--- src/rtl/tanh_pwl_stream.sv ---
// tanh_pwl_stream: 3-stage valid/ready tanh unit (shift-add PWL or hard clip), Q1.(W-1) output.
// Optional macro TANH_PWL_SATCNT_EN compiles in the saturated-delivery counter.
`default_nettype none

module tanh_pwl_stream #(
  parameter int W    = 8,
  parameter int FRAC = 4
) (
  input  logic         clk,
  input  logic         rst_n,
  input  logic         in_valid,
  output logic         in_ready,
  input  logic [W-1:0] in_data,
  input  logic         in_mode,
  output logic         out_valid,
  input  logic         out_ready,
  output logic [W-1:0] out_data,
  output logic         out_sat,
  input  logic         sat_clr,
  output logic [15:0]  sat_count
);

  localparam int SH = W - 1 - FRAC;
  localparam int IW = W + 3 + SH;
  localparam int F  = W + 2;

  // Thresholds compared against 4*a so that 1.25 stays an integer even when FRAC is 1.
  localparam logic [W+1:0]  c_T05  = (W+2)'(2)  << FRAC;
  localparam logic [W+1:0]  c_T10  = (W+2)'(4)  << FRAC;
  localparam logic [W+1:0]  c_T125 = (W+2)'(5)  << FRAC;
  localparam logic [W+1:0]  c_T25  = (W+2)'(10) << FRAC;
  localparam logic [IW-1:0] c_Q025 = IW'(1)  << (F - 2);
  localparam logic [IW-1:0] c_K    = IW'(23) << (F - 5);
  localparam logic [W-1:0]  c_MAX  = {1'b0, {(W-1){1'b1}}};

  logic w_adv;
  assign w_adv    = !out_valid || out_ready;
  assign in_ready = w_adv;

  logic [W-1:0] w_abs;
  logic [W+1:0] w_a4;
  logic [1:0]   w_seg;

  assign w_abs = in_data[W-1] ? (~in_data + 1'b1) : in_data;
  assign w_a4  = {w_abs, 2'b00};

  // Hard mode reuses the segment field as a single "clip" bit.
  always_comb begin
    w_seg = 2'd3;
    if (in_mode) begin
      w_seg = (w_a4 < c_T10) ? 2'd0 : 2'd1;
    end else if (w_a4 < c_T05) begin
      w_seg = 2'd0;
    end else if (w_a4 < c_T125) begin
      w_seg = 2'd1;
    end else if (w_a4 < c_T25) begin
      w_seg = 2'd2;
    end
  end

  logic         r_s1_v;
  logic         r_s1_neg;
  logic [W-1:0] r_s1_abs;
  logic         r_s1_mode;
  logic [1:0]   r_s1_seg;

  always_ff @(posedge clk or negedge rst_n) begin
    if (!rst_n) begin
      r_s1_v    <= 1'b0;
      r_s1_neg  <= 1'b0;
      r_s1_abs  <= '0;
      r_s1_mode <= 1'b0;
      r_s1_seg  <= 2'd0;
    end else if (w_adv) begin
      r_s1_v    <= in_valid;
      r_s1_neg  <= in_data[W-1];
      r_s1_abs  <= w_abs;
      r_s1_mode <= in_mode;
      r_s1_seg  <= w_seg;
    end
  end

  logic [IW-1:0] w_ax;
  logic [IW-1:0] w_m;
  logic [W-1:0]  w_mtr;
  logic          w_force;

  always_comb begin
    w_ax    = IW'(r_s1_abs) << (SH + 3);
    w_force = r_s1_mode ? r_s1_seg[0] : (r_s1_seg == 2'd3);
    w_m     = w_ax;
    if (!r_s1_mode) begin
      case (r_s1_seg)
        2'd1:    w_m = (w_ax >> 1) + c_Q025;
        2'd2:    w_m = (w_ax >> 3) + c_K;
        2'd3:    w_m = '0;
        default: w_m = w_ax;
      endcase
    end
  end

  // Drop the three guard bits: truncation toward zero on the magnitude.
  assign w_mtr = W'(w_m >> 3);

  logic         r_s2_v;
  logic         r_s2_neg;
  logic [W-1:0] r_s2_mag;
  logic         r_s2_force;

  always_ff @(posedge clk or negedge rst_n) begin
    if (!rst_n) begin
      r_s2_v     <= 1'b0;
      r_s2_neg   <= 1'b0;
      r_s2_mag   <= '0;
      r_s2_force <= 1'b0;
    end else if (w_adv) begin
      r_s2_v     <= r_s1_v;
      r_s2_neg   <= r_s1_neg;
      r_s2_mag   <= w_mtr;
      r_s2_force <= w_force;
    end
  end

  logic         w_sat;
  logic [W-1:0] w_magc;
  logic [W-1:0] w_res;

  assign w_sat  = r_s2_force || (r_s2_mag > c_MAX);
  assign w_magc = w_sat ? c_MAX : r_s2_mag;
  assign w_res  = r_s2_neg ? (~w_magc + 1'b1) : w_magc;

  logic         r_s3_v;
  logic [W-1:0] r_s3_data;
  logic         r_s3_sat;

  always_ff @(posedge clk or negedge rst_n) begin
    if (!rst_n) begin
      r_s3_v    <= 1'b0;
      r_s3_data <= '0;
      r_s3_sat  <= 1'b0;
    end else if (w_adv) begin
      r_s3_v    <= r_s2_v;
      r_s3_data <= w_res;
      r_s3_sat  <= w_sat;
    end
  end

  assign out_valid = r_s3_v;
  assign out_data  = r_s3_data;
  assign out_sat   = r_s3_sat;

`ifdef TANH_PWL_SATCNT_EN
  logic [15:0] r_sat_count;

  always_ff @(posedge clk or negedge rst_n) begin
    if (!rst_n) begin
      r_sat_count <= 16'd0;
    end else if (sat_clr) begin
      r_sat_count <= 16'd0;
    end else if (out_valid && out_ready && out_sat && (r_sat_count != 16'hFFFF)) begin
      r_sat_count <= r_sat_count + 16'd1;
    end
  end

  assign sat_count = r_sat_count;
`else
  logic w_unused_clr;
  assign w_unused_clr = sat_clr;
  assign sat_count    = 16'd0;
`endif

endmodule

`default_nettype wire

--- config.mk ---
export PLATFORM = sky130hd
export DESIGN_NAME = tanh_pwl_stream
export DESIGN_NICKNAME = d
export VERILOG_FILES = /design/src/rtl/tanh_pwl_stream.sv
export SDC_FILE = /design/constraint.sdc
export NUM_CORES = 1
export LEC_CHECK = 0
export CAP_MARGIN = 10
export CORE_MARGIN = 2
export CORE_UTILIZATION = 56
export CTS_CLUSTER_SIZE = 20
export DETAILED_ROUTE_END_ITERATION = 7
export PLACE_DENSITY = 0.85
export SYNTH_ARGS = -nofsm -noshare
export SYNTH_HDL_FRONTEND = slang
export SYNTH_SLANG_ARGS = --single-unit
export TNS_END_PERCENT = 50
--- constraint.sdc ---
create_clock -name clk -period 3.6 [get_ports clk]
set_input_delay 0.9 -clock clk [delete_from_list [all_inputs] [get_ports clk]]
set_output_delay 0.9 -clock clk [all_outputs]
set_load 0.01 [all_outputs]
==> flow_summary.toml <==
[setup_path]
cpMostUsedCell = "clkdlybuf4s50_1"
cp-start-kind = "input pin"
crit_chain = "clkdlybuf4s50_1 -> nor2b_2 -> inv_1 -> clkdlybuf4s50_1"
crit_family = "buffers and inverters"
regToRegStartpoint = "r_s2_mag[7]"
cp_max_fo = 2
slowest_delay_ns = 0.54
worstPathArrival_ns = 2.04
crit_type = "in2out"
required_ns = 2.70
crit_path_end_kind = "primary output"
critical_path_buf_inv_count = 3
worstSetupStartpoint = "out_ready"
slowest_stage = "clkdlybuf4s50_1"

[global_routing]
grt_max_degree = 38
track_usage = 0.2172
grt_pass1_wl_mm = 7.348
grt_pass1_vias = 1632
grt-ovfl-total = 0
antenna_found_initial = 0

[power_and_ir_drop]
irDropWorstVdd_uv = 213.7
leakage_nw = 1.087
power_mw = 1.761
p_per_area_mw_per_mm2 = 705.3

[floorplan]
pin_count = 41
core_mm2 = 0.003716
die-area_mm2 = 0.004448
rows = 22
die_y_um = 66.69
start_util = 0.5923
fp.dieW_um = 66.69

[routing]
vias = 1783
wl_met2_mm = 2.090
drt_first_iter_violations = 130
wl_met3_um = 168
wl_per_cell_um = 12.74
first_pass_iters = 4
avgViaCountPerCell = 5.520
ant_nets = 0
maxUsedRoutingLayer = "met4"
drc = 0
routedLengthMet1_mm = 1.834
totalWireLength_mm = 4.116

[yosys]
ys.warnings.count = 0
synth_area_leaders = "dfrtp_1, nand2_1, buf_4"
synth.distinct_cells = 50
syn_inst = 259
ys.flop_type = "dfrtp_1"
syn-mean-instance-area_um2 = 8.498
synth_edf_count = 0
netlist_area_mm2 = 0.002201
synthArstFlopShare = 1.000
yosys.area.top_type = "dfrtp_1"
yosysTopAreaCellShare = 0.3866
synth-seq-cells = 34
ys_seq_area_frac = 0.3866

[clocking]
htreeDepth = 2
clock_path_buffers = 2
numCtsBuffers = 5
insertion_delay_ns = 0.29
clkTransAtPathRegs_ns = 0.07
clock-sinks = 34
postCtsHoldBufs = 0
post-cts-setup-buffers = 0
cts_tree = "built"
cts_resized = 0
cts-root-buf = "clkbuf_8"

[placement]
io_buffers = 23
place_ws_ns = 0.5705
hpwl_mm = 2.990
place.gp.congestion = 0.8560

[sta]
hold-worst-slack_ns = 0.4632
period_needed_ns = 2.939
tightest_slew_ns = 0.5717
hold_violations = 0
fin_skew_ns = 0.008278
tns_ns = 0
fmax_ghz = 0.3403
finalCritPeriodShare = 0.8164
drv_slew = 0
relSlewSlack = 0.6176
setup_viol = 0
rsz0062_at_grt = "false"
fin_ws_ns = 0.6610

[final_layout]
mostFrequentLayoutCells = "nand2_1, dfrtp_1, nor2_1"
syn2layout_area_growth_pct = 13.42
multi_input_area_mm2 = 0.001160
final_common_cell = "nand2_1"
final-seq-area_um2 = 850.8
nets = 293
fillers = 313
diodes = 0
post-route-util = 0.6717
drive_gt1_frac = 0.08727

[run]
maxCapViolations = 0

[worst_hold_path]
hp-class = "reg2reg"
hold_start = "r_s2_v"

[outcome]
status = "finished, final reports clean"
==> cell type report <==
type                            instances  area share
Sequential cell                        34      0.3409
Inverter                                8     0.01203
Clock inverter                          2     0.02406
Tap cell                               48     0.02406
Clock buffer                            6     0.03308
Multi-Input combinational cell        199      0.4647
Timing Repair Buffer                   26      0.1013
==> metal layers <==
layer | vias up | track usage
met5 | - | 0
met4 | 0 | 0.06633
met3 | 4 | 0.04730
met2 | 57 | 0.3788
met1 | 837 | 0.2670
li1 | 885 | -
==> flip-flops by register name, summed over array words and instances (netlist names), 2 cells and up <==
signal / flops
r_s2_mag: 8
out_data: 8
r_s1_abs: 8
r_s1_seg: 2
==> synthesized netlist by cell type, drive strengths merged (2+ instances only) <==
master and instances:
xnor2 7, o311ai 2, a41oi 2, or2 3, a32oi 3, a21oi 15, nand2b 4, o211ai 2
nor2 30, nor2b 4, nand2 45, or2b 2, dfrtp 34, o21a 3, clkbuf 11, mux2 2
nand3 4, o41ai 2, ha 5, inv 8, a22oi 2, nor3 3, or3 2, a31oi 4
o31ai 4, xor2 5, a21boi 2, buf 22, o21ai 13
==> cells by family after synthesis <==
kind of cell             synth area share
multiplexers                      0.01478
AO/OA/AOI/OAI                      0.2064
buffers and inverters              0.1131
flip-flops                         0.3866
adder cells (fa/ha/maj)           0.02843
XOR/XNOR                          0.04775
other                            0.001704
AND/OR/NAND/NOR                    0.2013
==> report_power, final <==
part	internal (mW)	leakage, nW	switching [mW]
combinational	0.334	0.611	0.336
sequential	0.517	0.404	0.143
clock	0.295	0.0714	0.135
==> final timing paths <==
path / cells after the start / end / slack, ns
max: 4 / in_ready / 0.66
min: 1 / out_valid / 0.46
max reg2reg: 8 / out_data[6] / 1.56
min reg2reg: 1 / out_valid / 0.46
max in group asynchronous: 2 / r_s1_abs[4] / 2.28
min in group asynchronous: 2 / out_sat / 1.02
==> stage by stage <==
stage	instances	area (um2)
floorplan	274	2257
global placement	315	2354
detailed placement	315	2354
CTS	323	2496
global route	323	2496
finish	323	2496
Note: power is estimated with default switching activity, not from simulation.
